**src/rtl/wb_regfile_receiver.sv**
```systemverilog
// ---------------------------------------------------------------------------
// wb_regfile_receiver
//
// Purpose:
//   Clocked receiving end of the writeback stage's two-phase (toggle)
//   bundled-data handshake. Every level change on req_toggle is one write
//   request. The request commits data_in to one of 16 architectural registers
//   and, optionally, cpsr_in to the CPSR. The block then answers with one
//   toggle on ack_toggle. It also serves two registered read ports.
//
// Parameters:
//   SYNC_STAGES  synchronizer depth on req_toggle (legal range 2..4)
//   CPSR_RESET   CPSR value after reset
//
// Configuration macro:
//   WB_BYPASS_EN  when defined, a read of the register that is being written
//                 in the WRITE state returns the new data. The read latency
//                 stays at 1 cycle.
//
// Ports:
//   clk, reset           rising-edge clock, synchronous active-high reset
//   req_toggle           two-phase write request (asynchronous to clk)
//   data_in, addr_in     bundled result data and destination index
//   cpsr_in, cpsr_we     bundled CPSR value and its commit enable
//   ack_toggle           two-phase acknowledge, one toggle per commit
//   rd_addr_a/b          read port indices
//   rd_data_a/b          registered read data (1-cycle latency)
//   cpsr_out             current CPSR
//   busy                 servicing a request or holding a pending one
//   proto_err            sticky: a request arrived while one was pending
// ---------------------------------------------------------------------------
module wb_regfile_receiver #(
  parameter int          SYNC_STAGES = 2,
  parameter logic [31:0] CPSR_RESET  = 32'h0000_00D3
) (
  input  logic        clk,
  input  logic        reset,
  input  logic        req_toggle,
  input  logic [31:0] data_in,
  input  logic [3:0]  addr_in,
  input  logic [31:0] cpsr_in,
  input  logic        cpsr_we,
  output logic        ack_toggle,
  input  logic [3:0]  rd_addr_a,
  input  logic [3:0]  rd_addr_b,
  output logic [31:0] rd_data_a,
  output logic [31:0] rd_data_b,
  output logic [31:0] cpsr_out,
  output logic        busy,
  output logic        proto_err
);

`ifdef WB_BYPASS_EN
  localparam bit BYPASS = 1'b1;
`else
  localparam bit BYPASS = 1'b0;
`endif

  typedef enum logic [1:0] {IDLE, WRITE, ACK} state_e;

  state_e                 state_q, state_d;
  logic [SYNC_STAGES-1:0] sync_q;
  logic                   ref_q;
  logic                   pending_q, pending_d;
  logic                   proto_err_q, proto_err_d;
  logic                   ack_q;
  logic [31:0]            hold_data_q;
  logic [3:0]             hold_addr_q;
  logic [31:0]            hold_cpsr_q;
  logic                   hold_we_q;
  logic [31:0]            regs_q [16];
  logic [31:0]            cpsr_q;
  logic [31:0]            rd_a_q, rd_a_d;
  logic [31:0]            rd_b_q, rd_b_d;

  logic                   req_edge;
  logic                   capture;
  logic                   commit;
  logic                   ack_flip;

  // A change in either direction on the synchronized request is one request.
  assign req_edge = sync_q[SYNC_STAGES-1] ^ ref_q;

  // Next-state logic and the FSM action strobes.
  // NOTE: every always_comb output gets a default first, so that no path leaves
  // a signal unassigned and a latch is inferred.
  always_comb begin
    state_d     = state_q;
    pending_d   = pending_q;
    proto_err_d = proto_err_q;
    capture     = 1'b0;
    commit      = 1'b0;
    ack_flip    = 1'b0;

    unique case (state_q)
      IDLE: begin
        if (req_edge || pending_q) begin
          capture   = 1'b1;
          state_d   = WRITE;
          // A new edge together with an old pending request serves one of
          // them now and keeps the other queued.
          pending_d = req_edge && pending_q;
        end
      end
      WRITE: begin
        commit  = 1'b1;
        state_d = ACK;
      end
      ACK: begin
        ack_flip = 1'b1;
        state_d  = IDLE;
      end
      default: state_d = IDLE;
    endcase

    // There is room for one request in the queue. A further request while the
    // queue is full is dropped and flagged.
    if (state_q != IDLE && req_edge) begin
      if (!pending_q) pending_d   = 1'b1;
      else            proto_err_d = 1'b1;
    end
  end

  // Read ports. With bypass enabled, a read of the register being written
  // returns the held data.
  always_comb begin
    rd_a_d = regs_q[rd_addr_a];
    rd_b_d = regs_q[rd_addr_b];
    if (BYPASS && state_q == WRITE) begin
      if (rd_addr_a == hold_addr_q) rd_a_d = hold_data_q;
      if (rd_addr_b == hold_addr_q) rd_b_d = hold_data_q;
    end
  end

  // NOTE: sequential state uses non-blocking assignments only, so every flop
  // samples the values from before the clock edge and the block order does
  // not matter.
  always_ff @(posedge clk) begin
    if (reset) begin
      state_q     <= IDLE;
      sync_q      <= '0;
      ref_q       <= 1'b0;
      pending_q   <= 1'b0;
      proto_err_q <= 1'b0;
      ack_q       <= 1'b0;
      hold_data_q <= '0;
      hold_addr_q <= '0;
      hold_cpsr_q <= '0;
      hold_we_q   <= 1'b0;
      cpsr_q      <= CPSR_RESET;
      rd_a_q      <= '0;
      rd_b_q      <= '0;
      // NOTE: the register file is cleared by reset, because software reads
      // these registers as 0 after reset. This stops it from mapping to a RAM
      // macro, which is acceptable for 16 entries.
      for (int i = 0; i < 16; i++) regs_q[i] <= '0;
    end else begin
      state_q     <= state_d;
      sync_q      <= {sync_q[SYNC_STAGES-2:0], req_toggle};
      ref_q       <= sync_q[SYNC_STAGES-1];
      pending_q   <= pending_d;
      proto_err_q <= proto_err_d;
      rd_a_q      <= rd_a_d;
      rd_b_q      <= rd_b_d;

      if (capture) begin
        hold_data_q <= data_in;
        hold_addr_q <= addr_in;
        hold_cpsr_q <= cpsr_in;
        hold_we_q   <= cpsr_we;
      end
      if (commit) begin
        regs_q[hold_addr_q] <= hold_data_q;
        if (hold_we_q) cpsr_q <= hold_cpsr_q;
      end
      if (ack_flip) ack_q <= ~ack_q;
    end
  end

  assign ack_toggle = ack_q;
  assign rd_data_a  = rd_a_q;
  assign rd_data_b  = rd_b_q;
  assign cpsr_out   = cpsr_q;
  assign busy       = (state_q != IDLE) || pending_q;
  assign proto_err  = proto_err_q;

endmodule

```
**config.mk**
```make
export PLATFORM = sky130hd
export DESIGN_NAME = wb_regfile_receiver
export DESIGN_NICKNAME = d
export VERILOG_FILES = /design/src/rtl/wb_regfile_receiver.sv
export SDC_FILE = /design/constraint.sdc
export NUM_CORES = 1
export LEC_CHECK = 0
export CORE_AREA = 2 2 365 367
export CTS_CLUSTER_DIAMETER = 200
export CTS_CLUSTER_SIZE = 20
export DETAILED_ROUTE_END_ITERATION = 10
export DIE_AREA = 0 0 367 369
export GPL_TIMING_DRIVEN = 1
export PLACE_DENSITY = 0.45
export SLEW_MARGIN = 20
export SYNTH_ARGS = -nofsm -noshare
export SYNTH_HDL_FRONTEND = slang
export SYNTH_SLANG_ARGS = --single-unit
```
**constraint.sdc**
```tcl
create_clock -name clk -period 2.08 [get_ports clk]
set_input_delay 0.312 -clock clk [delete_from_list [all_inputs] [get_ports clk]]
set_output_delay 0.312 -clock clk [all_outputs]
set_load 0.05 [all_outputs]
```
==> Word level (Yosys, flattened, before mapping) <==
Memory sizes are Yosys's and may differ from the RTL's. A register that Yosys moved wholly into a read port is not among the register bits.
Cells that the tools add are included.
{ "word_totals": {"reg_bits": 109, "ram_bits": 512, "inputBits": 80, "word_cells": 44, "n_memories": 1} }
{ "memory_table": {"columns": ["name", "depth", "width", "rd", "rd_ports_with_merged_regs", "wr", "line", "rtl"], "rows": [
  ["regs_q", 16, 32, 2, 2, 16, "71", "logic [31:0] regs_q [16];"]
]} }
{ "classes": {"eq_ne": 3, "mux": 18, "n_bitwise": 2, "n_reduce_logical": 9} }
{ "op_table": {"columns": ["operator", "count"], "rows": [
  ["2-to-1 mux 32 bit", 1],
  ["OR reduction 32 bit", 1],
  ["2-to-1 mux 1 bit", 14],
  ["2-to-1 mux 4 bit", 1],
  ["case mux 2 bit (2 select lines)", 1],
  ["AND reduction 2 bit", 2],
  ["equality test 2 x 1 -> 1 bit (second input constant)", 1],
  ["equality test 2 bit (second input constant)", 1],
  ["logical AND 1 bit", 2],
  ["zero test 2 bit", 1],
  ["logical OR 1 bit", 2],
  ["2-to-1 mux 2 bit", 1],
  ["!= test 2 bit (second input constant)", 1],
  ["nonzero test 2 bit", 1],
  ["NOT 1 bit", 1],
  ["bitwise XOR 1 bit", 1]
]} }

==> Depth between registers and ports, before layout <==
Gate-level depths: netlist of run 1.
{ "logic_depth": {"word_depth": 7, "ltp_mapped": 7, "ltp_nobuf": 4} }

==> Worst setup path before layout of run 1 <==
No wires, ideal clock.
{ "synth_timing": {"kind": "reg2reg", "from": "register state_q[0]", "to": "memory regs_q[0][0], enable pin", "setup_ps": 375, "arrival_ps": 1757, "required_ps": 1705, "path_slack_ps": -51, "stages_incl_launch_ff": 5, "path_buffers": 0, "cell_sequence": "dfxtp_1 nor3b_4 or3b_4 nor3_4 or2_2"} }
{ "synth_rtl": {"columns": ["element", "line", "rtl"], "rows": [
  ["start: declaration", "61", "state_e state_q, state_d;"],
  ["start signal: assignment", "158", "state_q <= state_d;"],
  ["end: declaration", "71", null]
]} }

==> Final worst setup path of run 1 <==
{ "layout_timing": {"from": "register rd_a_q[15], in the netlist rd_data_a[15], read port of regs_q", "to": "output rd_data_a[15]"} }
{ "layout_rtl": {"columns": ["element", "line", "rtl"], "rows": [
  ["start: declaration", "73", "logic [31:0] rd_a_q, rd_a_d;"],
  ["end: declaration", "46", "output logic [31:0] rd_data_a,"]
]} }
No word-level cell between the ends.

==> results of run 1 <==
[cells in the final DEF, fill, tap and decap left out, types with 2 or more instances in the layout]
cell	Yosys	layout
dfxtp_1	173	172
nor2b_4	0	5
nand3b_1	8	8
buf_4	1	163
nor2_4	3	15
a221oi_1	13	13
nand3_1	65	65
and2_1	483	481
clkbuf_1	164	30
clkbuf_16	0	41
clkdlybuf4s50_1	0	76
a21oi_1	97	97
o21ai_0	27	27
and2_2	31	32
or2_2	18	15
o22ai_1	19	19
nand2_1	287	287
buf_8	0	3
nand2b_1	3	2
mux2i_1	486	486
nor2b_1	8	3
a22oi_1	230	230
nor2_1	16	4
or2_4	0	3
nor3_2	0	3
mux4_2	13	13
edfxtp_1	512	512
dlygate4sd2_1	0	95
buf_12	0	87
[metal layers]
layer  up-vias  share of wire [%]
met1     11300                 44
li1      10400                  -
met2       407                 50
met5         -                  0
met3        98                3.4
met4         0                2.0
[synthesized netlist by cell type, drive strengths merged (3+ instances only)]
cell    instances
or2            18
and2          514
o22ai          19
edfxtp        512
dfxtp         173
nor2           19
nor3            4
mux2i         486
clkbuf        174
buf            68
nand2b          3
a21oi          97
a221oi         13
o21ai          28
a22oi         230
nor2b           8
mux4           13
nand3b          8
nand2         287
nand3          65
[metrics by stage]
stage                     hold slack [ps]  setup TNS (ps)  total power (W)  utilization (%)
after floorplan                       395               0           0.0178                -
after global placement                419           -3420           0.0199             29.6
after detailed placement              422           -4030           0.0199             29.6
after CTS                             175               0           0.0286             30.4
after global routing                  209               0           0.0292             30.4
final                                 224               0           0.0282             30.4
[power groups by stage]
stage          clock (W)  combinational [W]  sequential, W
2_1_floorplan          0            0.00169         0.0161
3_3_place_gp           0            0.00397         0.0160
3_5_place_dp           0            0.00396         0.0160
4_1_cts          0.00901            0.00390         0.0157
5_1_grt          0.00939            0.00408         0.0157
6_report         0.00870            0.00384         0.0156
[cell type report]
class | instances | area [µm²] | area share [%]
multi-input cells | 1821 | 13000 | 32.7
clock buffers | 71 | 1140 | 2.86
diodes | 1 | 2.50 | 0.00628
well taps | 1755 | 2200 | 5.51
clock inverters | 1 | 16.3 | 0.0408
flip-flops and latches | 685 | 18800 | 47.3
inverters | 1 | 3.75 | 0.00942
repair buffers | 427 | 4640 | 11.6
[cell families (layout without fill, tap and decap cells)]
| kind of cell | after synthesis | in the layout | share of synthesized area [%] |
|---|---|---|---|
| flip-flops | 685 | 685 | 57.6 |
| AND/OR/NAND/NOR | 931 | 931 | 15.5 |
| XOR/XNOR | 2 | 2 | 0.0536 |
| AO/OA/AOI/OAI | 389 | 389 | 7.95 |
| other | 0 | 1 | 0 |
| multiplexers | 499 | 499 | 15.8 |
| buffers and inverters | 243 | 500 | 3.05 |
[registers in the layout, indices dropped and copies added, names as in the netlist, 2 cells and up]
name         count
hold_addr_q      4
rd_data_a       32
hold_cpsr_q     32
regs_q         512
hold_data_q     32
sync_q           2
rd_data_b       32
cpsr_out        32
state_q          2
[final timing paths]
check / end / slack [ps] / depth (start not counted)
min reg2reg: cpsr_out[30] / 440 / 2
max: rd_data_a[15] / 40 / 1
max reg2reg: regs_q[0][10] / 110 / 5
min: hold_data_q[21] / 220 / 3
[what timing repair did]
action	CTS	global route
resized for setup	103	0
endpoints found under the setup margin	128	0
hold buffers	1	0
endpoints found under the hold margin	1	0
==> impl_metrics.py, run 1 <==
metrics = {
    "status": {
        "status": "complete, no violations",
    },
    "sta": {
        "layout_setup_ws_ps": 35.6,
        "finalSetupViolCount": 0,
        "fin_skew_ps": 17.7,
        "fmaxAchievable_mhz": 489,
        "relSlewSlack_pct": 50.0,
        "maxSlewViolCount": 0,
        "hold_viol": 0,
        "min_period_over_period_pct": 98.3,
        "tightest_slew_ps": 749,
        "fin_crit_ps": 2040,
        "rsz0062_at_grt": "no",
    },
    "worst_setup_path": {
        "r2r-start": "state_q[1]",
        "path_max_fanout": 1,
        "critPathSlowestCell": "dlygate4sd2_1",
        "arrival_ps": 1730,
        "cp_top_family": "buffers and inverters",
        "path_class": "reg -> out",
        "slowest_delay_ps": 580,
        "cp_num_buf_inv": 1,
        "startpoint_type": "register",
        "worstSetupEndpointType": "output port",
        "crit_required_ps": 1770,
        "crit_chain": "dlygate4sd2_1",
        "crit_start": "rd_data_a[15]",
    },
    "routing": {
        "drcViolationCount": 0,
        "vias": 22200,
        "ant_nets": 0,
        "wl_per_cell_um": 24.8,
        "dr.pass1.iters": 5,
        "routed_wl_um": 118000,
        "drt_iter0_markers": 1649,
        "viasPerCell": 4.65,
    },
    "flow_run": {
        "max_cap_viol_count": 0,
    },
    "place": {
        "pre_cts_slack_ps": -199,
        "place_congestion": 0.809,
        "dpl-instance-area_um2": 38800,
        "post-place-cells": 4688,
        "dp.final_hpwl_um": 80400,
        "io_buffers": 178,
    },
    "floorplanning": {
        "dieArea_um2": 135000,
        "die_x_um": 367,
        "ioPinCount": 179,
        "die_h_um": 369,
        "core_um2": 131000,
        "start_util_pct": 24.9,
        "row_count": 133,
    },
    "pwr": {
        "power_frac_clock_pct": 30.9,
        "ir_worst_vdd_v": 0.000497,
        "p_sw_w": 0.00774,
        "p_int_w": 0.0204,
        "pwr-share-comb_pct": 13.6,
        "p_leak_nw": 15.7,
        "sequentialPowerShare_pct": 55.5,
        "power.density_nw_per_um2": 707,
        "p_sw_share_pct": 27.5,
    },
    "global_route": {
        "grt_max_degree": 56,
        "gr-usage-all-layers_pct": 17.2,
        "busiest_layer": "met2",
        "grt_pass1_vias": 23000,
        "use_met1_pct": 22.3,
        "grt_pass1_wl_um": 169000,
        "gr-usage-met2_pct": 30.6,
        "gr-total-overflow": 0,
        "antenna_found_initial": 4,
        "met3_usage_pct": 1.63,
    },
    "cts": {
        "cts.sinks": 685,
        "cts_made_buffers": 40,
        "clock_path_buffers": 3,
        "cts-root-buf": "clkbuf_16",
        "path_clk_slew_ps": 100,
        "clk_latency_ps": 630,
        "cts_tree": "done",
        "htreeDepth": 2,
        "postCtsSetupRepairBufs": 0,
    },
    "yosys": {
        "avgSynthCellArea_um2": 11.9,
        "ys_ff_latch": 685,
        "ys.flop_type": "edfxtp_1",
        "synth_top_area_cell": "edfxtp_1",
        "yosys-top-cells-area": "edfxtp_1, mux2i_1, dfxtp_1",
        "async_reset_ff_share_pct": 0,
        "synth_cell_types": 37,
        "synth_area_um2": 32700,
        "yosysSeqAreaShare_pct": 57.6,
        "yosysWarnings": 0,
        "synthCells": 2749,
        "syn_nets": 2829,
        "synth_edf_count": 512,
        "synth_top_cell_area_share_pct": 47.0,
    },
    "min_path": {
        "hold_path_class": "in -> reg",
        "hp-start": "data_in[21]",
    },
    "finish": {
        "num-nets-final": 3056,
        "fillers": 13500,
        "design_area_um2": 39900,
        "drive_above_1_share_pct": 13.1,
        "final_cells": 4762,
        "area_growth_pct": 21.9,
    },
}
No activity file was read; power rests on OpenSTA's default activity.
==> run 2, diff against run 1 <==
==> constraint.sdc (replaced) <==
create_clock -name clk -period 2.08 [get_ports clk]
set_input_delay 0.52 -clock clk [delete_from_list [all_inputs] [get_ports clk]]
set_output_delay 0.52 -clock clk [all_outputs]
set_load 0.05 [all_outputs]
==> run 2 against run 1 <==
  * The run now ends with setup timing left
  * Critical path depth rose by 2
  * Core utilization rose by 0.50 points
  * Register-to-register slack got worse by 90 ps
  * Worst hold slack got worse by 170 ps
  * Combinational power rose by 4%
  * Total power rose by 1.4%
  * Count of clock-buffer cells in the layout fell by 2
  * Maximum frequency fell by 5.1%
  * Global-route usage rose by 1.3 points
  * Flip-flop and latch count did not move
  * Final area rose by 1.6%
  * Setup slack got worse by 110 ps
  * Largest cell class unchanged
  * Largest power group unchanged
==> impl_metrics.py, run 2 (synthesis gave the netlist of run 1 again) <==
metrics = {
    "worst_setup_path": {
        "worstSetupEndpointType": "output port",
        "startpoint_type": "register",
        "path_class": "reg -> out",
        "crit_required_ps": 1560,
        "crit_chain": "buf_6 > or3_4 > buf_8",
        "slowest_delay_ps": 360,
        "cp_num_cells": 3,
        "r2r-start": "state_q[1]",
        "cp_top_family": "simple AND/OR/NAND/NOR gates",
        "cp_num_buf_inv": 2,
        "arrival_ps": 1640,
        "path_max_fanout": 6,
        "rr_worst_depth": 6,
        "critPathSlowestCell": "or3_4",
        "timing.rr.end": "regs_q[12][10]",
        "r2r_slack_ps": 20,
    },
    "finish": {
        "area_growth_pct": 23.9,
        "drive_above_1_share_pct": 16.9,
        "fillers": 13400,
        "design_area_um2": 40500,
        "largest_register_ffs": 512,
        "num-nets-final": 3088,
        "mostFrequentLayoutCell": "edfxtp_1",
        "final_cell_mix": "edfxtp_1, mux2i_1, and2_1, nand2_1, buf_4",
        "top_register": "regs_q",
    },
    "min_path": {
        "hp-start": "reset",
        "hold_path_class": "in -> reg",
        "hold_end": "state_q[1]",
        "whs_path_depth": 2,
    },
    "sta": {
        "layout_setup_ws_ps": -75.3,
        "finalSetupViolCount": 1,
        "rsz0062_at_grt": "yes",
        "relSlewSlack_pct": 45.6,
        "fin_crit_ps": 2160,
        "fin_skew_ps": 43.5,
        "tns_ps": -75.3,
        "tightest_slew_ps": 815,
        "hold_viol": 0,
        "maxSlewViolCount": 0,
        "fmaxAchievable_mhz": 464,
        "min_period_over_period_pct": 104,
    },
    "global_route": {
        "gr-usage-all-layers_pct": 18.4,
        "grt_pass1_vias": 23100,
        "grt_pass1_wl_um": 179000,
        "gr-total-overflow": 0,
        "antenna_found_initial": 6,
        "grt_max_degree": 109,
    },
    "place": {
        "place_congestion": 0.805,
        "io_buffers": 178,
        "dpl-instance-area_um2": 39200,
        "dp.final_hpwl_um": 84200,
    },
    "cts": {
        "cts_made_buffers": 40,
        "cts.sinks": 685,
        "clk_latency_ps": 670,
        "clock_path_buffers": 3,
        "cts-root-buf": "clkbuf_16",
        "cts_tree": "done",
        "htreeDepth": 2,
        "path_clk_slew_ps": 80,
        "cts_hold_buf": 0,
    },
    "routing": {
        "routed_wl_um": 127000,
        "dr.pass1.iters": 6,
        "drcViolationCount": 0,
        "viasPerCell": 4.76,
        "vias": 22800,
        "ant_nets": 0,
        "wl_per_cell_um": 26.5,
        "drt_iter0_markers": 1903,
    },
    "pwr": {
        "power.density_nw_per_um2": 705,
        "p_total_w": 0.0286,
        "ir_worst_vdd_v": 0.000514,
        "p_leak_nw": 15.8,
    },
    "status": {
        "violations": "setup timing",
        "status": "finished, violations left",
    },
    "floorplanning": {
        "start_util_pct": 24.9,
        "ioPinCount": 179,
        "row_count": 133,
        "die_x_um": 367,
        "core_um2": 131000,
        "dieArea_um2": 135000,
        "die_h_um": 369,
    },
    "flow_run": {
        "max_cap_viol_count": 0,
    },
}
==> run 2: changes by cell type in the layout (fill, tap and decap cells not counted), sizes merged <==
cell           previous run  this run
dlygate4sd2              95         1
buf                     254       364
dlygate4sd3               1         0
diode                     1         4
clkbuf                   71        76
clkinv                    0         1
clkdlybuf4s15             1        11
==> run 2: cell type report <==
cell class | count | area (µm²) | share of cell area, %
Sequential cell | 685 | 18800 | 46.5
Multi-Input combinational cell | 1821 | 13000 | 32.2
Timing Repair Buffer | 459 | 5230 | 12.9
Tap cell | 1755 | 2200 | 5.42
Clock buffer | 69 | 1150 | 2.84
Clock inverter | 2 | 32.5 | 0.0803
Antenna cell | 4 | 10.0 | 0.0247
Inverter | 1 | 3.75 | 0.00927
==> run 2: where the power goes <==
group / internal [W] / switching, W
registers: 0.0152 / 0.000493
clock network: 0.00384 / 0.00505
logic: 0.00159 / 0.00241
==> run 2: per-stage QoR <==
step                hold WS [ps]  instances  util [%]  worst slack, ps
CTS                         12.5       4788      30.9             -113
finish                      49.2       4796      30.9            -75.3
global placement             417       4714      29.9             -590
global route                27.7       4793      30.9             -123
floorplan                    414       2749         -            -3.02
detailed placement           431       4714      29.9             -554
==> run 2: worst register-to-register path: cells and delay by family, from the launching register on <==
| family | cells | cell delay (ps) |
|---|---|---|
| flip-flops | 1 | 340 |
| buffers and inverters | 2 | 290 |
| AND/OR/NAND/NOR | 4 | 1120 |
==> run 2: worst max-delay path by stage <==
stage | slack, ps | end | start
floorplan | -3 | regs_q[0][0] | reset
CTS | -110 | busy | state_q[0]
global placement | -590 | rd_data_b[9] | rd_addr_b[2]
global route | -120 | busy | state_q[0]
finish | -80 | busy | state_q[1]
detailed placement | -550 | rd_data_b[9] | rd_addr_b[2]
==> run 2: timing repair <==
action | CTS | global route
resized for setup | 36 | 16
pin swaps | 2 | 2
endpoints found under the setup margin | 19 | 78
buffers inserted | 3 | 3
cloned | 0 | 1
==> run 2: layer usage <==
metal  wire length [µm]  track usage [%]
met1              58000             25.3
met2              62000             31.4
met3               5040             1.80
met4               2280             3.85
met5                  0                0
